[src/rtl/seg7_pkg.sv]
//------------------------------------------------------------------------------
// seg7_pkg : seven-segment shared types, constants and the hex glyph decoder.
// Revision : 1.0
//------------------------------------------------------------------------------
`default_nettype none

package seg7_pkg;

   localparam logic [6:0] SEG_OFF = 7'h7F;
   localparam logic [7:0] AN_OFF  = 8'hFF;

   typedef logic [2:0] digit_idx_t;

   // Active-low segments, bit6 = a .. bit0 = g.
   function automatic logic [6:0] hex_to_seg7(input logic [3:0] nib);
      logic [6:0] seg;
      case (nib)
         4'h0:    seg = 7'b0000001;
         4'h1:    seg = 7'b1001111;
         4'h2:    seg = 7'b0010010;
         4'h3:    seg = 7'b0000110;
         4'h4:    seg = 7'b1001100;
         4'h5:    seg = 7'b0100100;
         4'h6:    seg = 7'b0100000;
         4'h7:    seg = 7'b0001111;
         4'h8:    seg = 7'b0000000;
         4'h9:    seg = 7'b0000100;
         4'hA:    seg = 7'b0001000;
         4'hB:    seg = 7'b1100000;
         4'hC:    seg = 7'b0110001;
         4'hD:    seg = 7'b1000010;
         4'hE:    seg = 7'b0110000;
         default: seg = 7'b0111000;
      endcase
      return seg;
   endfunction

endpackage

`default_nettype wire

[src/rtl/ce_prescaler.sv]
//------------------------------------------------------------------------------
// ce_prescaler : free-running slot counter 0..DIV-1 with a terminal-count tick.
// Revision     : 1.0
//------------------------------------------------------------------------------
`default_nettype none

module ce_prescaler #(
   parameter int DIV   = 1000,
   parameter int CNT_W = (DIV > 1) ? $clog2(DIV) : 1
) (
   input  logic             clk,
   input  logic             Rst,
   output logic             tick,
   output logic [CNT_W-1:0] cnt
);

   localparam logic [CNT_W-1:0] c_last = CNT_W'(DIV - 1);

   logic [CNT_W-1:0] cnt_q;
   logic [CNT_W-1:0] cnt_d;

   always_comb begin
      tick  = (cnt_q == c_last);
      cnt_d = tick ? '0 : cnt_q + 1'b1;
   end

   always_ff @(posedge clk or posedge Rst) begin
      if (Rst) begin
         cnt_q <= '0;
      end else begin
         cnt_q <= cnt_d;
      end
   end

   assign cnt = cnt_q;

endmodule

`default_nettype wire

[src/rtl/sevenseg_scan_driver.sv]
//------------------------------------------------------------------------------
// sevenseg_scan_driver : 8-digit multiplexed seven-segment scan driver with
// frame-coherent snapshot, leading-zero blanking, decimal points and PWM dimming.
// Revision             : 1.0
//------------------------------------------------------------------------------
`default_nettype none

module sevenseg_scan_driver
   import seg7_pkg::*;
#(
   parameter int CLK_DIV   = 1000,
   parameter int BLANK_CYC = 8,
   parameter int PWM_BITS  = 4
) (
   input  logic                clk,
   input  logic                Rst,
   input  logic [31:0]         disp_value,
   input  logic                disp_en,
   input  logic                blank_lz,
   input  logic [7:0]          dp_mask,
   input  logic [PWM_BITS-1:0] brightness,
   output logic [6:0]          sev_out,
   output logic                dp_n,
   output logic [7:0]          an,
   output logic                frame_strobe
);

   localparam int               CNT_W   = (CLK_DIV > 1) ? $clog2(CLK_DIV) : 1;
   localparam logic [CNT_W-1:0] c_blank = CNT_W'(BLANK_CYC);

   logic             slot_tick;
   logic [CNT_W-1:0] slot_cnt;

   ce_prescaler #(
      .DIV   (CLK_DIV),
      .CNT_W (CNT_W)
   ) u_prescaler (
      .clk  (clk),
      .Rst  (Rst),
      .tick (slot_tick),
      .cnt  (slot_cnt)
   );

   digit_idx_t          idx_q, idx_d;
   logic [31:0]         shadow_q, shadow_d;
   logic [7:0]          shadow_dp_q, shadow_dp_d;
   logic [PWM_BITS-1:0] pwm_cnt_q, pwm_cnt_d;
   logic                frame_strobe_q, frame_strobe_d;
   logic [7:0]          an_q, an_d;
   logic [6:0]          sev_q, sev_d;
   logic                dp_n_q, dp_n_d;

   logic                frame_wrap;
   digit_idx_t          lz_top;
   logic                lz_blank;
   logic                digit_dp;
   logic                lit;

   always_comb begin
      lz_top = '0;
      for (int i = 0; i < 8; i++) begin
         if (shadow_q[4*i +: 4] != 4'h0) begin
            lz_top = digit_idx_t'(i);
         end
      end
   end

   always_comb begin
      frame_wrap     = slot_tick && (idx_q == 3'd7);
      idx_d          = slot_tick ? idx_q + 3'd1 : idx_q;
      shadow_d       = frame_wrap ? disp_value : shadow_q;
      shadow_dp_d    = frame_wrap ? dp_mask : shadow_dp_q;
      frame_strobe_d = frame_wrap;
      pwm_cnt_d      = pwm_cnt_q + 1'b1;

      // A lit decimal point keeps a blanked leading digit's anode on, segments dark.
      digit_dp = shadow_dp_q[idx_q];
      lz_blank = blank_lz && (idx_q > lz_top);
      lit      = disp_en && (pwm_cnt_q <= brightness) && (slot_cnt >= c_blank)
                 && (!lz_blank || digit_dp);

      an_d   = AN_OFF;
      sev_d  = SEG_OFF;
      dp_n_d = 1'b1;
      if (lit) begin
         an_d   = ~(8'd1 << idx_q);
         sev_d  = lz_blank ? SEG_OFF : hex_to_seg7(shadow_q[{idx_q, 2'b00} +: 4]);
         dp_n_d = ~digit_dp;
      end
   end

   always_ff @(posedge clk or posedge Rst) begin
      if (Rst) begin
         idx_q          <= '0;
         shadow_q       <= '0;
         shadow_dp_q    <= '0;
         pwm_cnt_q      <= '0;
         frame_strobe_q <= 1'b0;
         an_q           <= AN_OFF;
         sev_q          <= SEG_OFF;
         dp_n_q         <= 1'b1;
      end else begin
         idx_q          <= idx_d;
         shadow_q       <= shadow_d;
         shadow_dp_q    <= shadow_dp_d;
         pwm_cnt_q      <= pwm_cnt_d;
         frame_strobe_q <= frame_strobe_d;
         an_q           <= an_d;
         sev_q          <= sev_d;
         dp_n_q         <= dp_n_d;
      end
   end

   assign an           = an_q;
   assign sev_out      = sev_q;
   assign dp_n         = dp_n_q;
   assign frame_strobe = frame_strobe_q;

endmodule

`default_nettype wire
[config.mk]
export PLATFORM = sky130hd
export DESIGN_NAME = sevenseg_scan_driver
export DESIGN_NICKNAME = d
export VERILOG_FILES = /design/src/rtl/seg7_pkg.sv /design/src/rtl/ce_prescaler.sv /design/src/rtl/sevenseg_scan_driver.sv
export SDC_FILE = /design/constraint.sdc
export NUM_CORES = 1
export LEC_CHECK = 0
export ABC_AREA = 1
export CORE_MARGIN = 2
export CORE_UTILIZATION = 35
export CTS_BUF_LIST = sky130_fd_sc_hd__clkbuf_16
export DETAILED_ROUTE_END_ITERATION = 8
export PLACE_DENSITY_LB_ADDON = 0.3
export SETUP_SLACK_MARGIN = 0.4
export SYNTH_ARGS = -nofsm -noshare
export SYNTH_HDL_FRONTEND = slang
export SYNTH_HIERARCHICAL = 1
export SYNTH_SLANG_ARGS = --single-unit
[constraint.sdc]
create_clock -name clk -period 2.35 [get_ports clk]
set_clock_uncertainty 0.1 [all_clocks]
set_input_delay 0.47 -clock clk [delete_from_list [all_inputs] [get_ports clk]]
set_output_delay 0.47 -clock clk [all_outputs]
set_load 0.01 [all_outputs]
Word-level counts from Yosys, hierarchy flattened

Memories as Yosys holds them, arrays and structs flattened.
Cells that the tools add are included.

Input port bits: 48
Memories: 1
RAM bits: 0
Output and inout bits: 17
Bits in latches: 0
Register bits after elaboration: 74
Memory bits (read-only): 112

Magnitude comparators: 4
Add/subtract/negate cells: 3
Multiplexer cells: 14
Div/mod/pow operators: 0
$mul: 0
Bitwise gates (word level): 2
Eq/ne operators: 2
Reduce and logical (&&, ||, !) cells: 14
Shifts and indexed selects: 2

Memories:

| memory          | words | bits a word | rd ports | clocked after memory_dff | write ports | line           | text |
|---|---|---|---|---|---|---|---|
| (no name shown) | 16    | 7           | 1        | 0                        | 0           | seg7_pkg.sv:17 | `case (nib)` |

Operators with widths:

| cell                                                                                  | number |
|---|---|
| 32-bit by 6-bit indexed part select with 4-bit output                                 | 1 |
| 4-bit nonzero test                                                                    | 7 |
| 3-bit two-way mux                                                                     | 6 |
| 7-bit two-way mux                                                                     | 2 |
| 10-bit by 1-bit adder with 10-bit output (second input constant)                      | 1 |
| 10-bit equality test (second input constant)                                          | 1 |
| 10-bit by 4-bit greater-or-equal comparator with 1-bit output (second input constant) | 1 |
| 10-bit two-way mux                                                                    | 1 |
| 8-bit two-way mux                                                                     | 1 |
| 8-bit NOT                                                                             | 1 |
| 1-bit by 3-bit << shifter with 8-bit output (first input constant)                    | 1 |
| 1-bit logical AND                                                                     | 5 |
| 4-bit by 1-bit adder with 4-bit output (second input constant)                        | 1 |
| 4-bit less-or-equal comparator                                                        | 1 |
| 3-bit by 4-bit less-than comparator with 1-bit output (second input constant)         | 1 |
| 3-bit by 1-bit adder with 3-bit output (second input constant)                        | 1 |
| 1-bit binary-select mux with 3-bit select                                             | 1 |
| 3-bit equality test (second input constant)                                           | 1 |
| 3-bit > comparator                                                                    | 1 |
| 1-bit two-way mux                                                                     | 3 |
| 1-bit zero test                                                                       | 1 |
| 1-bit logical OR                                                                      | 1 |
| 1-bit NOT                                                                             | 1 |

Depth between registers and ports, before layout

Word-level depth: 14
Mapped depth: 16

Cells and area by module

The synthesis kept the hierarchy.

Modules (own cells, without submodules):

| module               | cells an instance | seq. area each (um^2) | area each (um^2) | instances |
|---|---|---|---|---|
| sevenseg_scan_driver | 411               | 1621.6                | 3480.8           | 1 |
| ce_prescaler         | 83                | 250.2                 | 578.1            | 1 |

Worst setup path before layout

OpenSTA, ideal clock, no wires.

Kind: reg2reg
Start point: register shadow_q[21]
End point: register sev_q[3] (netlist: sev_out[3])
Stages on the path, launching flop included: 12
Data arrival time: 1.730 ns
Path slack: 0.437 ns
Required time: 2.167 ns
Library setup time: 0.083 ns
Path through: dfrtp_1 -> nor4_1 -> nand2_1 -> a21oi_1 -> nor2_1 -> ha_1 -> nand3b_1 -> nand2_1 -> nand3_1 -> nand3_1 -> inv_1 -> nand3_1

Word-level cells in the longest chain between the ends: 10
Elaborated cells between the ends (all ways): 13

Ends and longest elaborated chain:

| what                                                                           | line                        | text |
|---|---|---|
| start: declaration                                                             | sevenseg_scan_driver.sv:45  | `logic [31:0] shadow_q, shadow_d;` |
| start signal: assignment                                                       | sevenseg_scan_driver.sv:104 | `shadow_q <= shadow_d;` |
| parallel branches: the longest is 9 deep, another holds memory read 16 x 7 bit | -                           |  |
| 7-bit two-way mux (*)                                                          | sevenseg_scan_driver.sv:85  | `if (lit) begin` |
| net sev_d[3]                                                                   | sevenseg_scan_driver.sv:50  | `logic [6:0] sev_q, sev_d;` |
| end signal: assignment                                                         | sevenseg_scan_driver.sv:109 | `sev_q <= sev_d;` |
| end: declaration                                                               | sevenseg_scan_driver.sv:50  |  |

Mark *: on every way through the listed nets, which the timed path passes.
A chain may end at the register's enable or synchronous reset.

Final worst setup path

Start point: register shadow_q[25]
End point: register sev_q[5] (netlist: sev_out[5])

Word-level cells in the longest chain between the ends: 9
Elaborated cells between the ends (all ways): 12

Ends and longest elaborated chain:

| what                                                                           | line |
|---|---|
| parallel branches: the longest is 8 deep, another holds memory read 16 x 7 bit | - |
| 7-bit two-way mux (*)                                                          | sevenseg_scan_driver.sv:85 |
| net sev_d[5]                                                                   | sevenseg_scan_driver.sv:50 |

Marks and branches as above.

==> impl_metrics.ini <==
[cts]
worstSkewPairLatency_ns = 0.33
ctsRootBufferMaster = clkbuf_16
cts_tree = yes
cts_made_buffers = 9
clock-sinks = 74
htreeDepth = 3
clock_tree.buffer_depth = 2
clkTransAtPathRegs_ns = 0.06

[synthesis]
synth_cells = 494
synthFlopType = dfrtp_1
synthTopCellsByCount = nand2_1, inv_1, dfrtp_1
seq_area_frac_synth_pct = 46.12
synthArstFlopShare_pct = 100.0
synth_top_area_share_pct = 35.76
synth.distinct_cells = 34
synth_area_um2 = 4059
yosys.area.top_type = dfrtp_1
synth_seq_cells = 74
yosys_warnings = 6
synth_edf_count = 0
synth_nets = 563
synthTopCellsByArea = dfrtp_1, nand2_1, dfstp_2, ha_1, inv_1
yosysMostFrequentCell = nand2_1
syn_area_per_cell_um2 = 8.216

[grt]
grt_pass1_vias = 3270
grt_usage_pct = 14.79
gr-total-overflow = 0
grt_pass1_wl_um = 15100
grt_antenna_before_repair = 0
grt_max_degree = 48

[timing]
finalSetupTns_ns = 0
min_period_ns = 2.061
fin_crit_sh_pct = 87.72
relSlewSlack_pct = 57.61
rsz0062_at_grt = yes
hold_viol = 0
max_freq_ghz = 0.4851
finalSetupViolations = 0
worst_pin_slew_ns = 0.6358
drv_slew = 0

[power_and_ir_drop]
p_sw_uw = 558.1
seq_power_share_pct = 47.1
p_sw_share_pct = 20.39
cellLeakagePower_nw = 2.574
totalPowerFinal_mw = 2.737
clock_power_share_pct = 47.5
p_comb_share_pct = 5.4
vdd_drop_max_mv = 0.3871
p_int_mw = 2.179
powerDensity_nw_per_um2 = 493.6

[cells_and_area]
antenna_cells = 0
area_growth_pct = 36.62
design.final.nets = 646
drive_above_1_share_pct = 20.10

[min_path]
hold_class = reg -> reg

[setup_path]
critPathCaptureType = register
crit_arrival_ns = 2.21
path_max_fanout = 3
start_kind = register
path_class = reg -> reg
crit_chain = nor4_4, nand2_1, nor2_2, ha_1, a21oi_2, nand2_2, nand3_4, nand3_4, nor2_1, nand2_1
max_stage_delay_ns = 0.42
cp_top_family = simple AND/OR/NAND/NOR gates
crit_slowest_cell = dfrtp_1
crit_buf_inv = 0
r2r_setup_slack_ns = 0.29
cp.required_ns = 2.50

[flow_run]
max_cap_violations = 0

[drt]
vias_per_cell = 4.814
vias = 3490
wire_per_inst_um = 13.51
first_pass_iters = 5
routed_wl_um = 9794
drt-initial-drc-count = 216
antenna_left = 0
drc = 0

[floorplan]
die-area_um2 = 12470
start_util_pct = 35.70
die_w_um = 111.7
num_rows = 39
ios = 65
dieHeight_um = 111.7
coreArea_um2 = 11370

[place]
io_buffers = 64
dp_hpwl_um = 6602
place_congestion = 0.8345

[status]
status = finished clean
routing by layer:
metal / up-vias / GRT usage (%) / routed length, um / part of all wire (%)
met5: - / 0 / 0 / 0
met4: 0 / 4.033 / 148 / 1.5
met3: 14 / 4.083 / 472 / 4.8
met2: 93 / 23.07 / 4646 / 47
met1: 1645 / 20.33 / 4525 / 46
li1: 1738 / - / - / -
power by group through the flow:
| stage | logic (mW) | registers [mW] | clock network [mW] |
|---|---|---|---|
| finish | 0.148 | 1.29 | 1.30 |
| global placement | 0.147 | 1.31 | 0 |
| floorplan | 0.0338 | 1.31 | 0 |
| global route | 0.164 | 1.29 | 1.38 |
| detailed placement | 0.150 | 1.31 | 0 |
| CTS | 0.148 | 1.29 | 1.32 |
metrics by stage:
step | instance area (um^2) | util, % | setup slack, ns | instances | hold slack [ns]
finish | 5545 | 48.77 | 0.2887 | 725 | 0.3770
global route | 5545 | 48.77 | 0.1616 | 725 | 0.4034
CTS | 5189 | 45.64 | 0.3361 | 712 | 0.3748
detailed placement | 4858 | 42.73 | 0.1210 | 696 | 0.3667
global placement | 4858 | 42.73 | 0.1654 | 696 | 0.3639
floorplan | 4063 | - | 0.4367 | 494 | 0.2102
flip-flops by register name, summed over array words and instances (netlist names):
signal,flops
idx_q,3
shadow_dp_q,8
dp_n,1
u_prescaler/cnt,10
shadow_q,32
an,8
sev_out,7
pwm_cnt_q,4
frame_strobe,1
path summary, 6_finish.rpt:
| check | to | start | depth (start not counted) |
|---|---|---|---|
| worst max-delay path | sev_out[5] | shadow_q[25] | 10 |
| worst min-delay path | pwm_cnt_q[0] | pwm_cnt_q[0] | 1 |
| worst max register to register | sev_out[5] | shadow_q[25] | 10 |
| worst min register to register | pwm_cnt_q[0] | pwm_cnt_q[0] | 1 |
| max in group asynchronous | idx_q[0] | Rst | 3 |
| min in group asynchronous | u_prescaler/cnt[0] | Rst | 2 |
logic make-up after synthesis:
group                      Yosys count  synth area share, %
and+or+nand+nor                    256                29.78
DFF                                 74                46.12
adders and majority gates           21                6.473
AOI/OAI and AO/OA                   52                6.843
buffers and inverters               86                9.710
xor gates and xnor gates             5                1.079
cells in the final DEF (no fill, tap or decap), types with 2 or more instances in the layout:
cell type | Yosys | final
dlymetal6s2s_1 | 0 | 8
dlygate4sd2_1 | 0 | 8
nand3_4 | 2 | 4
buf_6 | 2 | 3
nor2_2 | 6 | 9
buf_12 | 1 | 5
xor2_1 | 4 | 4
o21ai_1 | 1 | 9
dfrtp_1 | 58 | 56
ha_1 | 21 | 18
dfrtp_2 | 0 | 2
dfstp_2 | 16 | 16
nor4_4 | 0 | 3
clkbuf_16 | 0 | 13
nand3_1 | 47 | 41
clkinv_2 | 0 | 2
inv_1 | 66 | 65
nor2_1 | 30 | 27
nand2_1 | 132 | 128
nand2_4 | 4 | 7
o21ai_0 | 39 | 31
nand2_2 | 10 | 11
nand3_2 | 8 | 12
clkdlybuf4s50_1 | 0 | 48
inv_2 | 4 | 5
nand4_1 | 9 | 9
a21oi_1 | 9 | 8
clkinvlp_4 | 0 | 3
inv_4 | 0 | 2
buf_4 | 5 | 10
ha_4 | 0 | 2
what timing repair did:
item	4_1_cts	5_1_grt
gates resized for setup	23	49
hold buffers	0	0
gates cloned	0	6
pin swaps	5	8
buffers inserted	0	7
endpoints found under the setup margin	64	64
worst register-to-register path, cell delays in order, from the launching register on:
cell and delay (ns):
dfrtp_1 0.42, nor4_4 0.30, nand2_1 0.13, nor2_2 0.13
ha_1 0.27, a21oi_2 0.17, nand2_2 0.09, nand3_4 0.09
nand3_4 0.10, nor2_1 0.11, nand2_1 0.07
layout make-up:
class                           instances  area [um^2]
Clock inverter                          7        55.05
Fill cell                            1053         5824
Multi-Input combinational cell        334         1958
Timing Repair Buffer                   86        959.7
Sequential cell                        74         1874
Clock buffer                            9        225.2
Inverter                               72        294.0
Tap cell                              143        178.9
Note: power is estimated with default switching activity, not from simulation.
